`config.mk`:
```
export PLATFORM = sky130hd
export DESIGN_NAME = hit_event_gen_flat
export DESIGN_NICKNAME = d
export VERILOG_FILES = /design/src/rtl/hit_event_gen_if.sv /design/src/rtl/hit_event_gen.sv /design/src/flat_wrapper.sv
export SDC_FILE = /design/constraint.sdc
export NUM_CORES = 1
export LEC_CHECK = 0
export CORE_AREA = 2 2 94 96
export CTS_CLUSTER_DIAMETER = 80
export DETAILED_ROUTE_END_ITERATION = 16
export DIE_AREA = 0 0 96 98
export GPL_ROUTABILITY_DRIVEN = 1
export PLACE_DENSITY_LB_ADDON = 0.25
export RECOVER_POWER = 25
export SYNTH_ARGS = -nofsm -noshare
export SYNTH_HDL_FRONTEND = slang
export SYNTH_SLANG_ARGS = --single-unit
```
`constraint.sdc`:
```
create_clock -name clk -period 2.2 [get_ports clk]
set_clock_uncertainty 0.1 [all_clocks]
set_input_delay 0.44 -clock clk [delete_from_list [all_inputs] [get_ports clk]]
set_output_delay 0.44 -clock clk [all_outputs]
set_load 0.05 [all_outputs]
```
`src/rtl/hit_event_gen_if.sv`:
```
// hit_event_gen_if: sprite positions and tick in, event/lives/score status out.
interface hit_event_gen_if;
    logic        tick;
    logic [9:0]  d_x, d_y, r_x, r_y, m_x, m_y;
    logic        d_valid, r_valid, m_valid;
    logic [1:0]  Event;
    logic [2:0]  lives;
    logic        game_over;
    logic [15:0] hit_cnt;

    modport master (
        output tick, d_x, d_y, r_x, r_y, m_x, m_y, d_valid, r_valid, m_valid,
        input  Event, lives, game_over, hit_cnt
    );
    modport slave (
        input  tick, d_x, d_y, r_x, r_y, m_x, m_y, d_valid, r_valid, m_valid,
        output Event, lives, game_over, hit_cnt
    );
endinterface

```
`src/rtl/hit_event_gen.sv`:
```
// hit_event_gen: sprite overlap tests feeding per-channel hold/cooldown FSMs and a lives counter.
// Define HIT_EVENT_STATS_EN to build the saturating missile hit counter on hit_cnt.
module hit_event_gen #(
    parameter int D_W        = 32,
    parameter int D_H        = 32,
    parameter int R_W        = 32,
    parameter int R_H        = 32,
    parameter int M_W        = 8,
    parameter int M_H        = 16,
    parameter int HOLD_TICKS = 2,
    parameter int COOL_TICKS = 8,
    parameter int LIVES      = 3
) (
    input  logic           clk,
    input  logic           rst,
    hit_event_gen_if.slave bus
);
    localparam int CW = $clog2((HOLD_TICKS > COOL_TICKS ? HOLD_TICKS : COOL_TICKS) + 1);

    typedef enum logic [1:0] {ARMED, HOLD, COOL} state_t;

    // 11-bit sums so boxes near the right/bottom edge do not wrap
    function automatic logic overlap(input logic [9:0] ax, ay, bx, by, input logic [10:0] aw, ah, bw, bh);
        return ({1'b0, ax} < {1'b0, bx} + bw) && ({1'b0, bx} < {1'b0, ax} + aw) &&
               ({1'b0, ay} < {1'b0, by} + bh) && ({1'b0, by} < {1'b0, ay} + ah);
    endfunction

    logic [1:0]    ovl_raw, ovl_q, ovl;
    state_t        st [2];
    state_t        st_nx [2];
    logic [CW-1:0] cnt [2];
    logic [CW-1:0] cnt_nx [2];
    logic [2:0]    lives;
    logic          game_over, fire_dr;

    assign ovl_raw[0] = bus.d_valid && bus.r_valid &&
                        overlap(bus.d_x, bus.d_y, bus.r_x, bus.r_y, 11'(D_W), 11'(D_H), 11'(R_W), 11'(R_H));
    assign ovl_raw[1] = bus.m_valid && bus.d_valid &&
                        overlap(bus.m_x, bus.m_y, bus.d_x, bus.d_y, 11'(M_W), 11'(M_H), 11'(D_W), 11'(D_H));
    assign ovl        = bus.tick ? ovl_raw : ovl_q;
    assign game_over  = lives == 3'd0 && st[0] != HOLD && st[1] != HOLD;
    assign fire_dr    = st[0] == ARMED && st_nx[0] == HOLD;

    always_ff @(posedge clk or negedge rst) begin
        if (!rst) begin
            for (int c = 0; c < 2; c++) begin
                st[c]  <= ARMED;
                cnt[c] <= '0;
            end
        end else begin
            st  <= st_nx;
            cnt <= cnt_nx;
        end
    end

    always_comb begin
        for (int c = 0; c < 2; c++) begin
            st_nx[c]  = st[c];
            cnt_nx[c] = cnt[c];
            if (game_over) begin
                st_nx[c]  = ARMED;
                cnt_nx[c] = '0;
            end else if (bus.tick) begin
                case (st[c])
                    ARMED: if (ovl[c] && lives != 3'd0) begin
                        st_nx[c]  = HOLD;
                        cnt_nx[c] = CW'(HOLD_TICKS);
                    end
                    HOLD: begin
                        cnt_nx[c] = cnt[c] - CW'(1);
                        if (cnt[c] == CW'(1)) begin
                            st_nx[c]  = COOL;
                            cnt_nx[c] = CW'(COOL_TICKS);
                        end
                    end
                    // stuck-together sprites keep the channel in COOL until they separate
                    default: if (cnt[c] != '0) cnt_nx[c] = cnt[c] - CW'(1);
                             else if (!ovl[c]) st_nx[c] = ARMED;
                endcase
            end
        end
    end

    always_comb begin
        bus.Event     = {st[1] == HOLD, st[0] == HOLD};
        bus.lives     = lives;
        bus.game_over = game_over;
    end

    always_ff @(posedge clk or negedge rst) begin
        if (!rst) begin
            ovl_q <= '0;
            lives <= 3'(LIVES);
        end else begin
            ovl_q <= ovl;
            if (fire_dr && lives != 3'd0) lives <= lives - 3'd1;
        end
    end

`ifdef HIT_EVENT_STATS_EN
    logic        fire_md;
    logic [15:0] hit_cnt;

    assign fire_md = st[1] == ARMED && st_nx[1] == HOLD;

    always_ff @(posedge clk or negedge rst) begin
        if (!rst) hit_cnt <= '0;
        else if (fire_md && hit_cnt != 16'hFFFF) hit_cnt <= hit_cnt + 16'd1;
    end

    assign bus.hit_cnt = hit_cnt;
`else
    assign bus.hit_cnt = '0;
`endif
endmodule
```
`src/flat_wrapper.sv`:
```
// flat-port wrapper written by rule: the top's interface ports become plain ports
module hit_event_gen_flat 
#(
    parameter int D_W        = 32,
    parameter int D_H        = 32,
    parameter int R_W        = 32,
    parameter int R_H        = 32,
    parameter int M_W        = 8,
    parameter int M_H        = 16,
    parameter int HOLD_TICKS = 2,
    parameter int COOL_TICKS = 8,
    parameter int LIVES      = 3
)
  (clk, rst, bus_tick, bus_d_x, bus_d_y, bus_r_x, bus_r_y, bus_m_x, bus_m_y, bus_d_valid, bus_r_valid, bus_m_valid, bus_Event, bus_lives, bus_game_over, bus_hit_cnt);
  hit_event_gen_if bus_i ();
  input  logic clk;
  input  logic rst;
  input wire logic [$bits(bus_i.tick)-1:0] bus_tick;
  input wire logic [$bits(bus_i.d_x)-1:0] bus_d_x;
  input wire logic [$bits(bus_i.d_y)-1:0] bus_d_y;
  input wire logic [$bits(bus_i.r_x)-1:0] bus_r_x;
  input wire logic [$bits(bus_i.r_y)-1:0] bus_r_y;
  input wire logic [$bits(bus_i.m_x)-1:0] bus_m_x;
  input wire logic [$bits(bus_i.m_y)-1:0] bus_m_y;
  input wire logic [$bits(bus_i.d_valid)-1:0] bus_d_valid;
  input wire logic [$bits(bus_i.r_valid)-1:0] bus_r_valid;
  input wire logic [$bits(bus_i.m_valid)-1:0] bus_m_valid;
  output wire logic [$bits(bus_i.Event)-1:0] bus_Event;
  output wire logic [$bits(bus_i.lives)-1:0] bus_lives;
  output wire logic [$bits(bus_i.game_over)-1:0] bus_game_over;
  output wire logic [$bits(bus_i.hit_cnt)-1:0] bus_hit_cnt;
  assign bus_i.tick = bus_tick;
  assign bus_i.d_x = bus_d_x;
  assign bus_i.d_y = bus_d_y;
  assign bus_i.r_x = bus_r_x;
  assign bus_i.r_y = bus_r_y;
  assign bus_i.m_x = bus_m_x;
  assign bus_i.m_y = bus_m_y;
  assign bus_i.d_valid = bus_d_valid;
  assign bus_i.r_valid = bus_r_valid;
  assign bus_i.m_valid = bus_m_valid;
  assign bus_Event = bus_i.Event;
  assign bus_lives = bus_i.lives;
  assign bus_game_over = bus_i.game_over;
  assign bus_hit_cnt = bus_i.hit_cnt;
  hit_event_gen #(.D_W(D_W), .D_H(D_H), .R_W(R_W), .R_H(R_H), .M_W(M_W), .M_H(M_H), .HOLD_TICKS(HOLD_TICKS), .COOL_TICKS(COOL_TICKS), .LIVES(LIVES)) u_core (.clk(clk), .rst(rst), .bus(bus_i));
endmodule
```
==> flow_summary.json <==
{
  "drt_first_pass_iters": 6,
  "hold_buffers": 0,
  "area_delta_synth_final_pct": 61.30,
  "rows": 34,
  "clock-sinks": 17,
  "diodes": 0,
  "timing.rr.end": "u_core.cnt[0]$_DFFE_PN0P_",
  "switching_share_pct": 39.34,
  "grt_max_degree": 18,
  "slew_violations": 0,
  "rsz0062_at_grt": "yes",
  "critPathKind": "in -> reg",
  "async_flop_share_pct": 100.0,
  "min-delay-path-class": "reg -> reg",
  "antenna_found_initial": 0,
  "synth.avg_cell_area_um2": 8.124,
  "fin_crit_ns": 2.580,
  "grt_usage_pct": 20.77,
  "grt_pass1_wl_um": 16080,
  "drive_gt1_share_pct": 36.63,
  "fp.dieW_um": 96,
  "endpoint_kind": "flip-flop",
  "switching_power_mw": 0.5889,
  "yosys.area.top_type": "ha_1",
  "post-route-drc-count": 0,
  "synthTopCellsByArea": "ha_1 31%, dfrtp_1 11%, inv_1 4.2%",
  "violations": "setup timing",
  "p_clk_share_pct": 16.4,
  "crit_path_max_incr_delay_ns": 0.35,
  "clkLatencyLatePin_ns": 0.26,
  "critical_path.startpoint_type": "input pin",
  "intPower_mw": 0.9079,
  "worstRegToRegCells": 8,
  "drt-initial-drc-count": 121,
  "hp-start": "u_core.bus.lives[1]$_DFFE_PN1P_",
  "power.leakage_nw": 2.531,
  "via_per_inst": 5.225,
  "worst-path-max-fanout": 5,
  "setup_viol": 17,
  "power.density_mw_per_mm2": 281.3,
  "clkSlewWorstSetupHoldPaths_ns": 0.07,
  "cts-buffers-inserted": 3,
  "wl_per_cell_um": 14.30,
  "synth_commonest_cells": "81 x ha_1, 37 x inv_1, 26 x nand2_1",
  "ys_warn_count": 0,
  "synth-seq-area-share_pct": 12.97,
  "combPwrFrac_pct": 62.6,
  "grt-ovfl-total": 0,
  "peakVddDrop_mv": 0.1786,
  "ant_nets": 0,
  "cts_tree": "built",
  "h-tree-depth": 1,
  "cts-root-buf": "clkbuf_8",
  "drt-total-wl_um": 9779,
  "num_vias": 3574,
  "reg2reg_slack_ns": 0.08,
  "utilization_pct": 62.84,
  "stdcell_count": 684,
  "gp_congestion": 0.8687,
  "netlist.area_leader.share_pct": 30.73,
  "dp_slack_ns": -1.261,
  "max_freq_mhz": 387.6,
  "port_buffers": 71,
  "die_y_um": 98,
  "ys.flop_type": "dfrtp_1",
  "worst-slew-pin-transition_ns": 1.001,
  "finalWorstSetupSlack_ns": -0.3797,
  "p_seq_share_pct": 21.0,
  "path_cells": "buf_8 -> ha_4 -> nand3_2 -> xor2_1 -> ha_1 -> a2111oi_4 -> o21ai_2 -> a21oi_4 -> o32ai_4 -> buf_4 -> nor3_4 -> nand2_2 -> o2111ai_2 -> o21a_1",
  "status": "complete, but fails checks",
  "min_path_cells": 2,
  "min_to": "u_core.bus.lives[1]$_DFFE_PN1P_",
  "startpoint": "bus_m_y[5]",
  "synth-seq-cells": 17,
  "power.total_mw": 1.497,
  "ioPinCount": 88,
  "cts_buffer_depth": 2,
  "yosysUniqueCellTypes": 59,
  "dp_hpwl_um": 7708,
  "cap_violations": 0,
  "rr_startpoint": "u_core.bus.lives[1]$_DFFE_PN1P_",
  "yosysMostFrequentCell": "ha_1",
  "grt_pass1_vias": 3735,
  "critPathBufInv": 2,
  "cp_slowest_cell": "ha_1",
  "crit_family": "compound AO/OA/AOI/OAI gates",
  "hold_viol": 0,
  "cp_data_arrival_time_ns": 2.67,
  "required_ns": 2.29,
  "initial_core_util_pct": 38.96,
  "relSlewSlack_pct": 33.30,
  "core_mm2": 0.008466,
  "syn-cell-area_mm2": 0.003298,
  "final_nets": 724,
  "synth_cells": 406,
  "die-area_mm2": 0.009408,
  "holdWs_ns": 0.3985,
  "synth_edf_count": 0,
  "final.period_utilization_pct": 117.3,
  "dp.cells": 667
}
cells by family after synthesis:
family	share of synthesized area, %
adders and majority gates	31.03
xor gates and xnor gates	6.108
AOI/OAI and AO/OA	20.90
other	0.1137
buffers and inverters	8.422
and+or+nand+nor	20.45
DFF	12.97
layout by cell type (no fill, tap or decap), types with 3 or more instances in the layout:
cell type         n
buf_4            99
ha_1             66
inv_1            33
clkdlybuf4s50_1  23
nand2_1          20
dlygate4sd2_1    20
nand3_1          19
a21oi_1          17
nor2_1           17
conb_1           16
dfrtp_1          15
ha_4             12
xor2_1           11
o21ai_1          10
buf_6             9
xnor2_1           8
nand2b_1          8
o21ai_0           8
o21a_1            7
a21oi_2           7
o21ai_2           6
buf_2             6
inv_2             5
nor2b_1           5
o211ai_1          5
and3_1            5
a21o_1            5
nand2_2           5
nor3_1            5
nand3_2           4
nor2_2            4
clkbuf_2          4
buf_8             4
nand3_4           3
nand4_1           3
a2111oi_4         3
nor3b_1           3
a211oi_1          3
ha_2              3
clkbuf_8          3
per-stage QoR:
step,setup TNS (ns),cell area [um^2]
3_5_place_dp,-18.74,4737
3_3_place_gp,-16.99,4737
6_report,-5.487,5320
4_1_cts,-4.771,5169
2_1_floorplan,-4.082,3393
5_1_grt,-8.140,5320
registers in the layout, indices dropped and copies added, names as in the netlist:
register          flops
u_core.cnt            8
u_core.bus.lives      3
u_core.ovl_q          2
u_core.st             4
metal layers:
metal	up-vias	wire [um]	global-route usage (%)	share of wire [%]
li1	1792	-	-	-
met3	16	298	1.389	3.0
met1	1680	4062	24.59	42
met5	-	0	0	0
met4	0	148	5.385	1.5
met2	86	5269	39.37	54
worst reg2reg max path, stage by stage, from the launching register on:
cell	delay, ns
dfstp_2	0.39
inv_1	0.08
ha_1	0.15
nand2b_1	0.08
buf_4	0.17
o21ai_1	0.37
nor3_1	0.14
or4_1	0.48
o21ai_1	0.09
layout make-up:
| type | count | area [um^2] |
|---|---|---|
| Timing Repair Buffer | 170 | 1410 |
| Inverter | 38 | 142.6 |
| Clock buffer | 3 | 41.29 |
| Tap cell | 108 | 135.1 |
| Clock inverter | 1 | 5.005 |
| Fill cell | 710 | 3146 |
| Multi-Input combinational cell | 347 | 3158 |
| Sequential cell | 17 | 427.9 |
repair_timing:
action,4_1_cts,5_1_grt
setup endpoints to repair,17,18
gates resized for setup,178,41
gates cloned,0,0
buffers inserted,10,4
pin swaps,65,24
endpoints found under the hold margin,0,0
power groups by stage:
stage               Combinational (mW)  Clock (mW)  Sequential, mW
finish                           0.937       0.245           0.315
detailed placement               0.769           0           0.321
floorplan                        0.405           0           0.321
global placement                 0.747           0           0.321
CTS                              0.879       0.251           0.315
global route                      1.03       0.266           0.315
worst max-delay path by stage:
stage	endpoint	slack, ns	cells after the start
after global placement	u_core.cnt[1]$_DFFE_PN0P_	-1.17	14
after floorplan	u_core.cnt[7]$_DFFE_PN0P_	-0.35	11
final	u_core.st[0]$_DFFE_PN0P_	-0.38	14
after global routing	u_core.cnt[4]$_DFFE_PN0P_	-0.55	12
after CTS	u_core.cnt[2]$_DFFE_PN0P_	-0.35	12
after detailed placement	u_core.cnt[3]$_DFFE_PN0P_	-1.26	14
Power figures use the tool's default switching activity.
